==> config.mk <==
export PLATFORM = sky130hd
export DESIGN_NAME = mult_div_ctrl
export DESIGN_NICKNAME = d
export VERILOG_FILES = /design/src/rtl/lc3b_types.sv /design/src/rtl/latency_counter.sv /design/src/rtl/mult_div_ctrl.sv
export SDC_FILE = /design/constraint.sdc
export NUM_CORES = 1
export LEC_CHECK = 0
export CAP_MARGIN = 20
export CELL_PAD_IN_SITES_DETAIL_PLACEMENT = 0
export CELL_PAD_IN_SITES_GLOBAL_PLACEMENT = 2
export CORE_ASPECT_RATIO = 1.75
export CORE_MARGIN = 1.5
export CORE_UTILIZATION = 22
export CTS_BUF_LIST = sky130_fd_sc_hd__clkbuf_4 sky130_fd_sc_hd__clkbuf_8
export CTS_CLUSTER_DIAMETER = 120
export DETAILED_ROUTE_END_ITERATION = 6
export PLACE_DENSITY_LB_ADDON = 0.05
export SLEW_MARGIN = 40
export SYNTH_ARGS = -nofsm -noshare
export SYNTH_HDL_FRONTEND = slang
export SYNTH_HIERARCHICAL = 1
export SYNTH_SLANG_ARGS = --single-unit
==> constraint.sdc <==
create_clock -name clk -period 2.5 [get_ports clk]
set_input_delay 0.5 -clock clk [delete_from_list [all_inputs] [get_ports clk]]
set_output_delay 0.5 -clock clk [all_outputs]
set_load 0.05 [all_outputs]
==> src/rtl/lc3b_types.sv <==
// Shared LC-3b execute-stage types: data word, multiply/divide opcode and
// the multiply/divide controller state encoding.
package lc3b_types;

  typedef logic [15:0] lc3b_word;

  typedef enum logic {
    MD_MUL,
    MD_DIV
  } lc3b_mdop;

  typedef enum logic [1:0] {
    MD_IDLE,
    MD_BUSY,
    MD_DONE
  } mdctrl_state_t;

endpackage

==> src/rtl/latency_counter.sv <==
// Loadable 4-bit down-counter with a zero flag; paces the ALU pipeline.
module latency_counter (
  input  logic       clk,
  input  logic       reset,
  input  logic       load_i,
  input  logic       dec_i,
  input  logic [3:0] load_val_i,
  output logic [3:0] cnt_o,
  output logic       zero_o
);

  logic [3:0] cnt_q;
  logic [3:0] cnt_d;

  always_comb begin
    cnt_d = cnt_q;
    if (load_i) begin
      cnt_d = load_val_i;
    end else if (dec_i && (cnt_q != 4'd0)) begin
      cnt_d = cnt_q - 4'd1;
    end
  end

  always_ff @(posedge clk or posedge reset) begin
    if (reset) begin
      cnt_q <= 4'd0;
    end else begin
      cnt_q <= cnt_d;
    end
  end

  assign cnt_o  = cnt_q;
  assign zero_o = (cnt_q == 4'd0);

endmodule

==> src/rtl/mult_div_ctrl.sv <==
// Sequences one MUL/DIV through the clock-enabled mult_div_alu pipeline,
// stalls EX while busy and short-circuits divide-by-zero.
module mult_div_ctrl
  import lc3b_types::*;
#(
  parameter int unsigned MULT_LAT = 2,
  parameter int unsigned DIV_LAT  = 6
) (
  input  logic          clk,
  input  logic          reset,
  input  logic          start,
  input  lc3b_mdop      op,
  input  lc3b_word      a_in,
  input  lc3b_word      b_in,
  input  logic          flush,
  input  lc3b_word      alu_result,
  output lc3b_word      alu_a,
  output lc3b_word      alu_b,
  output logic          multi_en,
  output logic          div_en,
  output logic          stall,
  output logic          done,
  output lc3b_word      result,
  output logic          dbz,
  output mdctrl_state_t dbg_state
);

  localparam logic [3:0] MULT_CNT = 4'(MULT_LAT);
  localparam logic [3:0] DIV_CNT  = 4'(DIV_LAT);

  // Handshake: start is a level held by EX; it is consumed only in IDLE when
  // flush is low. stall holds EX until the done cycle, when EX may advance.
  mdctrl_state_t state_q, state_d;
  lc3b_mdop      op_q, op_d;
  lc3b_word      alu_a_q, alu_a_d;
  lc3b_word      alu_b_q, alu_b_d;
  lc3b_word      result_q, result_d;
  logic          dbz_q, dbz_d;

  logic          cnt_load;
  logic          cnt_dec;
  logic [3:0]    cnt_load_val;
  logic [3:0]    cnt;
  logic          cnt_zero;

  latency_counter u_latency_counter (
    .clk        (clk),
    .reset      (reset),
    .load_i     (cnt_load),
    .dec_i      (cnt_dec),
    .load_val_i (cnt_load_val),
    .cnt_o      (cnt),
    .zero_o     (cnt_zero)
  );

  always_comb begin
    state_d      = state_q;
    op_d         = op_q;
    alu_a_d      = alu_a_q;
    alu_b_d      = alu_b_q;
    result_d     = result_q;
    dbz_d        = dbz_q;
    cnt_load     = 1'b0;
    cnt_dec      = 1'b0;
    cnt_load_val = MULT_CNT;
    case (state_q)
      MD_IDLE: begin
        if (start && !flush) begin
          alu_a_d = a_in;
          alu_b_d = b_in;
          op_d    = op;
          if ((op == MD_DIV) && (b_in == 16'h0000)) begin
            result_d = 16'h0000;
            dbz_d    = 1'b1;
            state_d  = MD_DONE;
          end else begin
            cnt_load     = 1'b1;
            cnt_load_val = (op == MD_DIV) ? DIV_CNT : MULT_CNT;
            dbz_d        = 1'b0;
            state_d      = MD_BUSY;
          end
        end
      end
      MD_BUSY: begin
        if (flush) begin
          state_d = MD_IDLE;
        end else if (cnt_zero) begin
          result_d = alu_result;
          state_d  = MD_DONE;
        end else begin
          cnt_dec = 1'b1;
        end
      end
      MD_DONE: begin
        state_d = MD_IDLE;
      end
      default: begin
        state_d = MD_IDLE;
      end
    endcase
  end

  always_ff @(posedge clk or posedge reset) begin
    if (reset) begin
      state_q  <= MD_IDLE;
      op_q     <= MD_MUL;
      alu_a_q  <= 16'h0000;
      alu_b_q  <= 16'h0000;
      result_q <= 16'h0000;
      dbz_q    <= 1'b0;
    end else begin
      state_q  <= state_d;
      op_q     <= op_d;
      alu_a_q  <= alu_a_d;
      alu_b_q  <= alu_b_d;
      result_q <= result_d;
      dbz_q    <= dbz_d;
    end
  end

  // div_en stays up through DONE so the ALU output mux does not switch under
  // the captured result; a divide-by-zero never enables the divider.
  assign multi_en  = (state_q == MD_BUSY) && (op_q == MD_MUL);
  assign div_en    = (op_q == MD_DIV) &&
                     ((state_q == MD_BUSY) || ((state_q == MD_DONE) && !dbz_q));
  assign done      = (state_q == MD_DONE);
  assign stall     = ((state_q == MD_IDLE) && start && !flush) || (state_q == MD_BUSY);
  assign alu_a     = alu_a_q;
  assign alu_b     = alu_b_q;
  assign result    = result_q;
  assign dbz       = dbz_q;
  assign dbg_state = state_q;

endmodule
==> out/qor.csv <==
stage,metric,value,unit
clock_tree,cts_buffers,5,
worst_setup_path,timing.rr.end,u_latency_counter/cnt_o[3],
global_route,grt_max_degree,41,
placement,dp_slack,74.7,ps
finish,antenna_cells,0,
drt,antenna_left,0,
placement,globalplace.congestion,0.690,
timing,rsz0062_at_grt,false,
timing,timing.final.crit_share,94.2,%
drt,drtIter0Drc,74,
worst_setup_path,timing.critical_path.slowest_stage_cell,or4b_1,
worst_setup_path,endpoint_kind,primary output,
job,maxCapViolations,0,
drt,vias_per_cell,4.29,
power,powerDensity,1130,mW/mm²
finish,layout.nets,416,
worst_setup_path,crit_end,stall,
placement,port_buffers,107,
timing,fmax,425,MHz
placement,hpwl,5.41,mm
worst_setup_path,cp_data_required_time,2000,ps
clock_tree,cts-resized-gates,0,
logic_synthesis,ys.warnings.count,6,
clock_tree,clock-root-buffer,clkbuf_8,
drt,vias,2110,
logic_synthesis,synth_xor_area_share,0,%
timing,skew,7.41,ps
timing,hold_viol_final,0,
placement,dp.cells,485,
worst_setup_path,crit_chain,clkdlybuf4s50_1 -> or4b_1 -> nand2_1 -> buf_12,
logic_synthesis,synth.avg_cell_area,9.90,µm²
logic_synthesis,synthSimpleGateAreaFrac,23.2,%
drt,routedWlPerCell,14.8,µm
logic_synthesis,synth.mux.area_fraction,6.52,%
worst_setup_path,critPathKind,primary input to primary output,
worst_setup_path,path_max_fanout,4,
timing,post-route-min-period,2360,ps
clock_tree,cts_sinks,56,
logic_synthesis,synth-seq-cells,56,
finish,drive_above_1_share,8.84,%
worst_setup_path,ff2ff_path_depth,8,
placement,placed_cell_area,0.00371,mm²
worst_setup_path,arrival,1860,ps
die,start_util,22.8,%
logic_synthesis,syn_inst,248,
clock_tree,clockBufferDepth,2,
finish,stdcell_count,492,
die,dieHeight,143,µm
drt,first_pass_iters,4,
worst_setup_path,rrSetupSlack,200,ps
global_route,antenna_found_initial,0,
die,die_area,0.0118,mm²
finish,syn2layout_area_growth,54.6,%
clock_tree,post_cts.repair.setup_buffers,0,
power,ir_worst_vdd,0.412,mV
die,coreArea,0.0108,mm²
logic_synthesis,ys_seq_area_share,57.1,%
worst_setup_path,slowest_delay,560,ps
clock_tree,cts_tree,done,
clock_tree,postCtsHoldBufs,0,
die,dieWidth,82.9,µm
timing,layout_setup_ws,145,ps
drt,routed_wirelength,7.28,mm
timing,setup-violations-final,0,
die,io_pins,108,
timing,tightest_slew,539,ps
worst_setup_path,crit_start,start,
global_route,grt_usage,12.6,%
timing,slew_viol_final,0,
logic_synthesis,synth.cell_area,0.00245,mm²
timing,slew_headroom,64.0,%
drt,drc,0,
die,rows,50,
timing,fin_hold_ws,458,ps
power,p_leak,1.73,nW
finish,fin_area,0.00379,mm²
logic_synthesis,synth_top_family_by_area,simple AND/OR/NAND/NOR gates,
clock_tree,htreeDepth,2,
min_path,hp-class,primary input to async pin,
clock_tree,clk_latency,310,ps
global_route,grt_pass1_vias,2265,
timing,setup_tns,0,ps
global_route,overflow,0,
logic_synthesis,synthAdderAreaFrac,0.510,%
status,outcome,"finished, final reports clean",
worst_setup_path,startpoint_type,primary input,
worst_setup_path,rr_startpoint,u_latency_counter/cnt_o[0],
global_route,grt_pass1_wl,11.7,mm
logic_synthesis,synth_cell_types,36,
clock_tree,cts.clk_slew.worst_paths,100,ps
logic_synthesis,synth_compound_area_share,7.29,%
==> cells in the mapped netlist <==
cell type	count	area (µm²)
a21boi_0	1	7.51
a21o_1	2	15.0
a21oi_1	19	95.1
a21oi_2	1	8.76
a221o_1	1	10.0
a22o_1	1	8.76
a31o_1	1	8.76
a31oi_1	1	6.26
and2_1	1	6.26
and3_4	1	11.3
and4_1	1	8.76
and4b_1	1	10.0
and4bb_2	1	12.5
buf_2	7	35.0
buf_4	1	7.51
buf_6	5	56.3
clkbuf_1	1	3.75
conb_1	2	7.51
dfrtp_1	56	1400
ha_1	1	12.5
inv_1	6	22.5
mux2i_1	16	160
nand2_1	100	375
nand2b_1	3	18.8
nor2_1	2	7.51
nor2b_1	2	12.5
nor3_1	1	5.00
nor3b_1	1	7.51
nor4_1	4	25.0
nor4b_1	1	8.76
nor4b_2	1	15.0
nor4b_4	1	23.8
o21ai_1	2	10.0
o31a_1	1	8.76
or3b_4	1	11.3
or4b_1	1	10.0
==> state kept, by name, summed over array words and instances (netlist names) <==
signal and flops:
alu_b 16, u_latency_counter/cnt_o 4, dbz 1, result 16
alu_a 16, op_q 1, dbg_state 2
==> layout make-up <==
type	instances	area, µm²
Fill cell	1148	6970
Tap cell	130	163
Inverter	6	22.5
Sequential cell	56	1400
Clock buffer	6	76.3
Clock inverter	1	5.00
Multi-Input combinational cell	173	938
Timing Repair Buffer	120	1190
==> cells by family after synthesis <==
kind of cell | after synthesis
AOI/OAI and AO/OA | 30
buffers and inverters | 20
other | 2
muxes | 16
adders and majority gates | 1
DFF | 56
and+or+nand+nor | 123
==> cell usage in the layout, fill, tap and decap left out, types with 2 or more instances in the layout <==
master           count
a21oi_1             19
dfrtp_1             56
buf_4               14
nor2_1               2
nand2b_1             3
a21o_1               2
nor4_1               4
clkdlybuf4s50_1    103
clkbuf_8             5
inv_1                5
conb_1               3
nand2_1            100
o21ai_1              2
mux2i_1             16
buf_12               2
==> through the flow <==
| step | power (mW) | util [%] |
|---|---|---|
| CTS | 4.39 | 35.2 |
| floorplan | 2.98 | - |
| detailed placement | 3.87 | 34.5 |
| finish | 4.31 | 35.3 |
| global route | 4.56 | 35.3 |
| global placement | 3.86 | 34.5 |
==> worst max-delay path, delay by kind of cell <==
kind	cells	cell delay (ps)
buffers and inverters	2	630
and+or+nand+nor	2	720
==> worst min-delay path by stage <==
stage,from,to,slack (ps),depth (start not counted)
2_1_floorplan,reset,u_latency_counter/cnt_o[0],270,1
3_3_place_gp,alu_b[2],alu_b[2],460,2
3_5_place_dp,alu_a[13],alu_a[13],460,2
4_1_cts,reset,u_latency_counter/cnt_o[0],450,2
5_1_grt,reset,u_latency_counter/cnt_o[2],450,2
6_report,reset,u_latency_counter/cnt_o[1],460,2
==> per-layer routing <==
metal  routed length (µm)  global-route usage [%]  vias to the layer above
li1                     -                       -                     1028
met1                 2730                    13.0                     1018
met2                 4060                    24.1                       58
met3                  372                    3.29                        6
met4                  113                    4.74                        0
met5                    0                       0                        -
==> where the power goes <==
group	switching (mW)	leakage, nW	internal (mW)	total [mW]
logic	1.57	0.990	0.831	2.40
clock network	0.288	0.0445	0.203	0.491
registers	0.191	0.701	1.23	1.42
total	2.04	1.73	2.26	4.31
Power figures use the tool's default switching activity.
